File: src/rtl/sram_stream_fifo_pkg.sv
// Shared constants and types for the SRAM-backed stream FIFO.
package sram_stream_fifo_pkg;

  // Default geometry of the attached dual-port SRAM.
  localparam int DEF_DATA_WIDTH = 16;
  localparam int DEF_ADDR_WIDTH = 11;
  localparam int DEF_NUM_WMASKS = 2;

  // Depth of the registered output buffer that hides SRAM read latency.
  localparam int OBUF_DEPTH = 2;

  // Occupancy of the output buffer (0..OBUF_DEPTH).
  typedef logic [1:0] obuf_occ_t;

endpackage

File: src/rtl/stream_skid_buf2.sv
// Two-entry FIFO that holds SRAM read data in front of the pop port.
module stream_skid_buf2
  import sram_stream_fifo_pkg::*;
#(
  parameter int DW = DEF_DATA_WIDTH
) (
  input  logic          clk,
  input  logic          rst_n,
  input  logic          flush,
  input  logic          i_push,
  input  logic [DW-1:0] i_data,
  input  logic          i_pop,
  output logic          o_valid,
  output logic [DW-1:0] o_data,
  output obuf_occ_t     o_occ
);

  logic [DW-1:0] r_ent0;
  logic [DW-1:0] r_ent1;
  logic          r_head;
  obuf_occ_t     r_occ;

  logic          w_tail;
  logic          w_wr;
  logic          w_rd;
  obuf_occ_t     w_occ_nxt;

  // Select the write slot and the next occupancy; a push into a full buffer
  // is only accepted when the head leaves in the same cycle.
  always_comb begin
    w_tail    = r_head ^ r_occ[0];
    w_rd      = i_pop & (r_occ != 2'd0);
    w_wr      = i_push & ((r_occ != 2'd2) | w_rd);
    w_occ_nxt = r_occ;
    case ({w_wr, w_rd})
      2'b10:   w_occ_nxt = r_occ + 2'd1;
      2'b01:   w_occ_nxt = r_occ - 2'd1;
      default: w_occ_nxt = r_occ;
    endcase
  end

  // Entry storage, head pointer and occupancy.
  always_ff @(posedge clk or negedge rst_n) begin
    if (!rst_n) begin
      r_ent0 <= {DW{1'b0}};
      r_ent1 <= {DW{1'b0}};
      r_head <= 1'b0;
      r_occ  <= 2'd0;
    end else if (flush) begin
      r_head <= 1'b0;
      r_occ  <= 2'd0;
    end else begin
      if (w_wr) begin
        if (w_tail) begin
          r_ent1 <= i_data;
        end else begin
          r_ent0 <= i_data;
        end
      end
      if (w_rd) begin
        r_head <= ~r_head;
      end
      r_occ <= w_occ_nxt;
    end
  end

  assign o_valid = (r_occ != 2'd0);
  assign o_data  = r_head ? r_ent1 : r_ent0;
  assign o_occ   = r_occ;

endmodule

File: src/rtl/sram_stream_fifo.sv
// Stream FIFO that stores words in an external dual-port SRAM (port 0 write,
// port 1 read, one-cycle read latency) and presents them through a
// two-entry output buffer so a word can be popped every cycle.
module sram_stream_fifo
  import sram_stream_fifo_pkg::*;
#(
  parameter int DATA_WIDTH = DEF_DATA_WIDTH,
  parameter int ADDR_WIDTH = DEF_ADDR_WIDTH,
  parameter int NUM_WMASKS = DEF_NUM_WMASKS
) (
  input  logic                  clk,
  input  logic                  rst_n,
  input  logic                  flush,
  input  logic                  in_valid,
  output logic                  in_ready,
  input  logic [DATA_WIDTH-1:0] in_data,
  output logic                  out_valid,
  input  logic                  out_ready,
  output logic [DATA_WIDTH-1:0] out_data,
  output logic [ADDR_WIDTH+1:0] count,
  output logic                  sram_csb0,
  output logic                  sram_web0,
  output logic [NUM_WMASKS-1:0] sram_wmask0,
  output logic [ADDR_WIDTH-1:0] sram_addr0,
  output logic [DATA_WIDTH-1:0] sram_din0,
  output logic                  sram_csb1,
  output logic [ADDR_WIDTH-1:0] sram_addr1,
  input  logic [DATA_WIDTH-1:0] sram_dout1
);

  // SRAM word count at which no further write may be issued.
  localparam logic [ADDR_WIDTH:0] CNT_FULL = {1'b1, {ADDR_WIDTH{1'b0}}};
  localparam logic [ADDR_WIDTH:0] CNT_ONE  = {{ADDR_WIDTH{1'b0}}, 1'b1};

  logic [ADDR_WIDTH-1:0] r_wptr;
  logic [ADDR_WIDTH-1:0] r_rptr;
  logic [ADDR_WIDTH:0]   r_sram_cnt;
  logic                  r_inflight;
  logic                  r_run;

  logic                  w_push;
  logic                  w_pop;
  logic                  w_unread;
  logic                  w_room;
  logic                  w_issue;
  logic                  w_capture;
  logic [2:0]            w_pending;
  logic [ADDR_WIDTH:0]   w_cnt_nxt;
  obuf_occ_t             w_occ;

  // Handshakes, read-issue decision and next SRAM word count.
  always_comb begin
    in_ready  = r_run & (r_sram_cnt < CNT_FULL) & ~flush;
    w_push    = in_valid & in_ready;
    w_pop     = out_valid & out_ready;
    // Words in the SRAM that have no read outstanding yet.
    w_unread  = (r_sram_cnt != {{ADDR_WIDTH{1'b0}}, r_inflight});
    // Buffer slots already promised after this cycle's pop.
    w_pending = {1'b0, w_occ} + {2'b00, r_inflight} - {2'b00, w_pop};
    w_room    = (w_pending < 3'd2);
    w_issue   = w_unread & w_room & ~flush;
    w_capture = r_inflight & ~flush;
    w_cnt_nxt = r_sram_cnt;
    case ({w_push, w_capture})
      2'b10:   w_cnt_nxt = r_sram_cnt + CNT_ONE;
      2'b01:   w_cnt_nxt = r_sram_cnt - CNT_ONE;
      default: w_cnt_nxt = r_sram_cnt;
    endcase
  end

  // Pointers, SRAM word count, in-flight read flag and the post-reset enable.
  always_ff @(posedge clk or negedge rst_n) begin
    if (!rst_n) begin
      r_wptr     <= {ADDR_WIDTH{1'b0}};
      r_rptr     <= {ADDR_WIDTH{1'b0}};
      r_sram_cnt <= {(ADDR_WIDTH+1){1'b0}};
      r_inflight <= 1'b0;
      r_run      <= 1'b0;
    end else if (flush) begin
      r_wptr     <= {ADDR_WIDTH{1'b0}};
      r_rptr     <= {ADDR_WIDTH{1'b0}};
      r_sram_cnt <= {(ADDR_WIDTH+1){1'b0}};
      r_inflight <= 1'b0;
      r_run      <= 1'b1;
    end else begin
      if (w_push) begin
        r_wptr <= r_wptr + {{(ADDR_WIDTH-1){1'b0}}, 1'b1};
      end
      if (w_issue) begin
        r_rptr <= r_rptr + {{(ADDR_WIDTH-1){1'b0}}, 1'b1};
      end
      r_sram_cnt <= w_cnt_nxt;
      r_inflight <= w_issue;
      r_run      <= 1'b1;
    end
  end

  // Port 0 is only enabled in a push cycle; address and data follow the pointer.
  assign sram_csb0   = ~w_push;
  assign sram_web0   = ~w_push;
  assign sram_wmask0 = {NUM_WMASKS{1'b1}};
  assign sram_addr0  = r_wptr;
  assign sram_din0   = in_data;

  // Port 1 is only enabled in a read-issue cycle.
  assign sram_csb1   = ~w_issue;
  assign sram_addr1  = r_rptr;

  stream_skid_buf2 #(
    .DW(DATA_WIDTH)
  ) u_obuf (
    .clk     (clk),
    .rst_n   (rst_n),
    .flush   (flush),
    .i_push  (w_capture),
    .i_data  (sram_dout1),
    .i_pop   (w_pop),
    .o_valid (out_valid),
    .o_data  (out_data),
    .o_occ   (w_occ)
  );

  assign count = {1'b0, r_sram_cnt} + {{ADDR_WIDTH{1'b0}}, w_occ};

endmodule

File: config.mk
export PLATFORM = sky130hd
export DESIGN_NAME = sram_stream_fifo
export DESIGN_NICKNAME = d
export VERILOG_FILES = /design/src/rtl/sram_stream_fifo_pkg.sv /design/src/rtl/stream_skid_buf2.sv /design/src/rtl/sram_stream_fifo.sv
export SDC_FILE = /design/constraint.sdc
export NUM_CORES = 1
export LEC_CHECK = 0
export BUFFER_PORTS_ARGS = -buffer_cell sky130_fd_sc_hd__buf_4
export CORE_UTILIZATION = 57
export DETAILED_ROUTE_END_ITERATION = 8
export GPL_ROUTABILITY_DRIVEN = 0
export PLACE_DENSITY = 0.85
export SLEW_MARGIN = 5
export SYNTH_ARGS = -nofsm -noshare
export SYNTH_HDL_FRONTEND = slang
export SYNTH_SLANG_ARGS = --single-unit
File: constraint.sdc
create_clock -name clk -period 4.4 [get_ports clk]
set_input_delay 0.44 -clock clk [delete_from_list [all_inputs] [get_ports clk]]
set_output_delay 0.44 -clock clk [all_outputs]
set_load 0.02 [all_outputs]
* Word-level counts from Yosys, hierarchy flattened
Cells that the tools add are included.
Cells by class: add/subtract/negate cells 9, order comparisons 2, equality and inequality tests 6, mux-type cells 12, bitwise operators 16, reductions and logical operators 8
Operators by type and width (number):
- $mux 11 | 4
- $pmux 12 s2 | 1
- $add 11x1->11 const B | 2
- $mux 16 | 1
- $add 12x2->13 | 1
- $add 12x1->12 const B | 1
- $lt 12x12->1 const B | 1
- $mux 12 | 1
- $ne 12x1->1 | 1
- $sub 12x1->12 const B | 1
- $and 1x1->1 | 9
- $reduce_bool 2->1 | 4
- $reduce_and 3->1 | 2
- $reduce_bool 3->1 | 2
- $not 1->1 | 5
- $eq 2x1->1 const B | 2
- $eq 2x2->1 const B | 2
- $pmux 2 s2 | 1
- $add 2x1->3 | 1
- $lt 3x2->1 const B | 1
- $mux 1 | 3
- $sub 3x1->3 | 1
- $add 2x1->2 const B | 1
- $mux 2 | 1
- 4 further kinds | 4
Storage, ports and cells: flip-flop bits (word level) 71, output and inout port bits 74

* Longest topological paths before layout
word-level depth 8, gate-level depth with buffers 11, mapped depth without buffers 10

* Hierarchy
Synthesis repeated with hierarchy kept, for this count alone.
Unflattened totals: cell total of the unflattened synthesis 464, area, all modules 4319.1 sq um
By module, submodules not included:
- sram_stream_fifo | times used 1, cells each 291, area an instance 2537.4 sq um
- stream_skid_buf2 | times used 1, cells each 173, area an instance 1781.7 sq um

* Least setup slack after synthesis
OpenSTA, ideal clock, no wires.
kind flip-flop to flip-flop, start reg u_obuf.r_occ[0], in the netlist u_obuf.o_occ[0], end reg r_rptr[6], in the netlist sram_addr1[6], data arrival time 2.755 ns, slack 1.571 ns, cell stages (with the launch flop) 10, path buffers 0, period minus slack after synthesis 2.829 ns, cells stage by stage dfrtp_1 > nor2_1 > nor2b_1 > ha_1 > nor2b_1 > fa_1 > nor2_1 > o2111ai_4 > or3_2 > a21oi_2
On the way: cells in the longest elaborated chain, start to end 7, elaborated cells between the ends (all ways) 8
Ends and longest elaborated chain:
- start: declaration | line stream_skid_buf2.sv:21 | obuf_occ_t r_occ;
- start signal: assignment | line stream_skid_buf2.sv:63 | r_occ <= w_occ_nxt;
- parallel branches: the longest is 2 deep, another holds $add 2x1->3
- $sub 3x1->3 * | line sram_stream_fifo.sv:59 | w_pending = {1'b0, w_occ} + {2'b00, r_inflight} - {2'b00, w_pop};
- $lt 3x2->1 * | line sram_stream_fifo.sv:60 | w_room = (w_pending < 3'd2);
- $and 1x1->1 * (2 in series) | line sram_stream_fifo.sv:61 | w_issue = w_unread & w_room & ~flush;
- $reduce_bool 2->1 (no source line) *
- end signal: assignment | line sram_stream_fifo.sv:75 | r_rptr <= {ADDR_WIDTH{1'b0}};
- end signal: assignment | line sram_stream_fifo.sv:81 | r_rptr <= {ADDR_WIDTH{1'b0}};
- end signal: assignment | line sram_stream_fifo.sv:90 | r_rptr <= r_rptr + {{(ADDR_WIDTH-1){1'b0}}, 1'b1};
- end: declaration | line sram_stream_fifo.sv:36 | logic [ADDR_WIDTH-1:0] r_rptr;
Every way passes the cells marked *. A chain may end at the register's enable or synchronous reset.

* Worst setup path in the final report
start reg u_obuf.r_occ[1], in the netlist u_obuf.o_occ[1], end out sram_csb1
On the way: cells in the longest elaborated chain, start to end 7, elaborated cells between the ends (all ways) 8
Ends and longest elaborated chain:
- parallel branches: the longest is 2 deep, another holds $add 2x1->3
- $sub 3x1->3 * | line sram_stream_fifo.sv:59
- $lt 3x2->1 * | line sram_stream_fifo.sv:60
- $and 1x1->1 * (2 in series) | line sram_stream_fifo.sv:61
- $not 1->1 * | line sram_stream_fifo.sv:106 | assign sram_csb1 = ~w_issue;
- end: declaration | line sram_stream_fifo.sv:26 | output logic sram_csb1,
Marked as above.

==> flow_results.org <==
** Clock tree
- The clock tree synthesis step divided the H-tree into 3 levels.
- Clock insertion delay at the later pin of the skew report :: 0.34 ns
- Clock tree synthesis selected as its root buffer the cell sky130_fd_sc_hd__clkbuf_8.
- Clock tree from TritonCTS :: done
- Clock input transition at the sequential cells of the worst setup and hold paths :: 0.07 ns
- For this design, the CTS-stage hold fixing added 0 buffers.
- Post-CTS timing repair inserted 0 buffers for setup.
- Once the clock tree was built, the resizer swapped 0 gates to a different size.
- Maximum root-to-sink buffer count :: 2
- Total clock buffers created by CTS :: 9
- CTS Sinks :: 71

** Global route
- GR met1 Demand/Resource :: 31.5%
- Layer carrying the most global-route usage :: met2
- In the global route stage, overall resource usage came out at 24.3%.
- Via count of the first global-routing pass :: 3,134
- The initial antenna violation count is 0.
- Met3 demand-to-capacity share in global routing :: 5.00%
- Overflow left after global routing :: 0
- First-pass GRT wire length :: 14,600 um
- In the global route stage, met2 resource usage came out at 40.1%.
- Maximum number of pins on one net before global-route repair :: 72

** Power
- The analysis attributes to cell leakage a power of 2.18 nW.
- Worst ir drop on vdd :: 0.369 mV
- Of the total power, registers draw 37.2%.
- Net Sw Power :: 1.11 mW
- Switching share of power :: 39.3%
- Power Dens Cells :: 585 nW/um^2
- Combinational fraction of design power :: 45.1%
- The clock network burns 17.6% of the power.
- Internal power component :: 1.71 mW

** STA
- Actual slew at the worst max-slew pin :: 1.03 ns
- The total count of hold-check failures in the final report is 0.
- Based on the critical path, the design can be clocked at up to 291 MHz.
- Shortest clock period the worst path allows after layout :: 3.44 ns
- Total Neg Setup Slack :: 0 ns
- The final max-slew violation count was 0.
- Period utilization :: 78.1%
- Setup repair after global routing left no endpoint under its margin.
- On the final layout, the worst clock skew is 0.0108 ns.
- Final Setup Violations :: 0
- In the post-route analysis, the smallest setup slack over all paths is 0.962 ns.
- Max_slew headroom :: 31.1%

** Setup path
- Data required time of the worst path :: 3.96 ns
- Crit end category :: primary output
- Along the worst path, the maximum fanout reaches 7.
- Setup slack of the worst register-to-register path :: 1.30 ns
- Setup crit start kind :: flop
- Category of the most critical setup path :: reg -> out
- Depth of the worst register-to-register path :: 10
- Data arrives at the worst endpoint at 3.00 ns.

** Synth
- Synthesis handed over a netlist of 408 instances.
- Summing the areas of all and, or, nand and nor instances in the mapped netlist gives 16.7% of the synthesized area.
- Share of synthesized area spent on multiplexers :: 14.6%
- Synth Warn # :: 0
- Compound-gate portion of the synthesized area :: 9.54%
- The average instance in the mapped netlist occupies 10.3 um^2.
- Fraction of registers with async set/reset :: 100%
- Dominant combinational cell family by area after synthesis :: simple AND/OR/NAND/NOR gates
- Total of flip-flops plus latches after synthesis :: 71
- For this run, the register share of the synthesized area comes to 42.5%.
- Post-synth EDFFs :: 0
- Predominant post-synthesis flop cell :: sky130_fd_sc_hd__dfrtp_1
- Cell variety after synth :: 59
- Summing the areas of all fa, ha and maj instances in the mapped netlist gives 3.05% of the synthesized area.
- Post-synthesis xor/xnor area fraction :: 6.28%
- Cell Area, Synth :: 4180 um^2

** Route
- Initial DRC Count :: 215
- Wire per inst :: 16.1 um
- DR vias :: 3,224
- In the routed design, unresolved DRC markers number 0.
- Wires add up to 8910 um.
- Routed Antenna Nets :: 0
- Count of TritonRoute iterations in the first routing pass :: 4
- Vias per cell :: 5.82

** Floorplan
- Standard cell core area :: 6940 um^2
- Total die area :: 7690 um^2
- For this configuration, the core starts out at a cell density of 60.3%.
- Io pins :: 111
- In this run the vertical extent of the chip is 87.7 um.
- Count of standard-cell rows :: 30
- Overall die width :: 87.7 um

** Placement
- At the placement stage, the worst setup path has a slack of 1.31 ns.
- Total cell area at the placement stage :: 4630 um^2
- Inst Count DP :: 539
- Number of port buffers :: 76
- Placed wire-length estimate :: 6300 um

** Finish
- 0 antenna diodes ended up in the layout.
- Total non-filler cell area in the finished layout :: 4820 um^2
- The library cell used most frequently in the layout, excluding fill and tap cells, is sky130_fd_sc_hd__buf_4.
- In the final layout, the share of cells above drive strength 1 is 34.3%.
- The layout has 526 filler cells.
- Area delta synth->final :: 15.2%
- Final core area utilization :: 69.4%
- In the layout the commonest cells are sky130_fd_sc_hd__buf_4, sky130_fd_sc_hd__dfrtp_1, sky130_fd_sc_hd__mux2_2.
- Footprint of the multi-input gates :: 2110 um^2
- Sequential standard cell area :: 1780 um^2
- The finished layout holds 554 standard cells, fillers aside.
- Final nets :: 500

** Outcome
- The run finished with clean final reports.

** Min path
- The min-delay analysis places its worst path in the category in -> async.

** Flow run
- The tool flagged a number of max-cap violations equal to 0.
==> path summary, 6_finish.rpt <==
check | start | endpoint
worst min register to register | sram_addr0[10] | sram_addr0[10]
max in group asynchronous | rst_n | u_obuf.o_occ[0]
worst max register to register | r_inflight | r_sram_cnt[6]
min in group clk | sram_dout1[11] | u_obuf.r_ent0[11]
worst min-delay path | rst_n | sram_addr1[7]
worst max-delay path | u_obuf.o_occ[1] | sram_csb1
==> final cells by class <==
type,instances,share of cell area (%)
multi-input combinational,283,43.8
sequential,71,36.9
timing repair buffer,78,12.1
clock buffer,9,2.57
tap,96,2.49
clock inverter,6,1.30
inverter,11,0.856
==> cells by family after synthesis <==
| kind of cell | after synthesis |
|---|---|
| buffers and inverters | 56 |
| XOR/XNOR | 30 |
| AO/OA/AOI/OAI | 54 |
| adder cells (fa/ha/maj) | 9 |
| other | 1 |
| multiplexers | 55 |
| AND/OR/NAND/NOR | 132 |
| flip-flops | 71 |
==> stage by stage <==
step | power [mW] | hold WS (ns)
after detailed placement | 2.33 | 0.474
final | 2.82 | 0.223
after global routing | 2.99 | 0.306
after CTS | 2.84 | 0.255
after global placement | 2.28 | 0.478
after floorplan | 1.98 | 0.144
==> routing by layer <==
metal  vias up  share of wire [%]
li1       1517                  -
met1      1570                 42
met4         0                1.5
met3        21                5.7
met5         -                  0
met2       116                 50
==> registers in the layout (all words and copies together) (netlist names) <==
| name | flops |
|---|---|
| u_obuf.r_ent0 | 16 |
| u_obuf.r_ent1 | 16 |
| r_sram_cnt | 12 |
| sram_addr0 | 11 |
| sram_addr1 | 11 |
| u_obuf.o_occ | 2 |
| r_inflight | 1 |
| r_run | 1 |
| u_obuf.r_head | 1 |
==> synthesized netlist by cell type (6+ instances only) <==
| cell | instances | area (um^2) |
|---|---|---|
| sky130_fd_sc_hd__a21oi_1 | 13 | 65.1 |
| sky130_fd_sc_hd__buf_2 | 6 | 30.0 |
| sky130_fd_sc_hd__buf_4 | 19 | 143 |
| sky130_fd_sc_hd__clkbuf_1 | 17 | 63.8 |
| sky130_fd_sc_hd__dfrtp_1 | 71 | 1780 |
| sky130_fd_sc_hd__ha_1 | 7 | 87.6 |
| sky130_fd_sc_hd__inv_1 | 11 | 41.3 |
| sky130_fd_sc_hd__mux2_2 | 49 | 552 |
| sky130_fd_sc_hd__mux2i_1 | 6 | 60.1 |
| sky130_fd_sc_hd__nand2_1 | 21 | 78.8 |
| sky130_fd_sc_hd__nand3_1 | 9 | 45.0 |
| sky130_fd_sc_hd__nand4_1 | 8 | 50.1 |
| sky130_fd_sc_hd__nor2_1 | 36 | 135 |
| sky130_fd_sc_hd__nor3_1 | 10 | 50.1 |
| sky130_fd_sc_hd__o2111ai_1 | 7 | 61.3 |
| sky130_fd_sc_hd__o21ai_0 | 6 | 30.0 |
| sky130_fd_sc_hd__or3_1 | 6 | 37.5 |
| sky130_fd_sc_hd__xnor2_1 | 16 | 140 |
| sky130_fd_sc_hd__xor2_1 | 14 | 123 |
==> critical path, cell delays in order (launching register included) <==
cell	delay [ns]
sky130_fd_sc_hd__dfrtp_1	0.47
sky130_fd_sc_hd__nor2_1	0.10
sky130_fd_sc_hd__nor2b_1	0.22
sky130_fd_sc_hd__ha_1	0.27
sky130_fd_sc_hd__nor2b_1	0.14
sky130_fd_sc_hd__fa_1	0.42
sky130_fd_sc_hd__nor2_1	0.49
sky130_fd_sc_hd__o21ai_4	0.17
sky130_fd_sc_hd__nor2_1	0.16
sky130_fd_sc_hd__inv_1	0.06
sky130_fd_sc_hd__buf_4	0.15
==> power groups by stage <==
| stage | Clock (mW) | Sequential (mW) | Combinational (mW) |
|---|---|---|---|
| global placement | 0 | 1.04 | 1.24 |
| floorplan | 0 | 0.951 | 1.03 |
| CTS | 0.511 | 1.05 | 1.28 |
| detailed placement | 0 | 1.06 | 1.28 |
| global route | 0.534 | 1.08 | 1.37 |
| finish | 0.498 | 1.05 | 1.27 |
(Power assumes the default switching activity.)
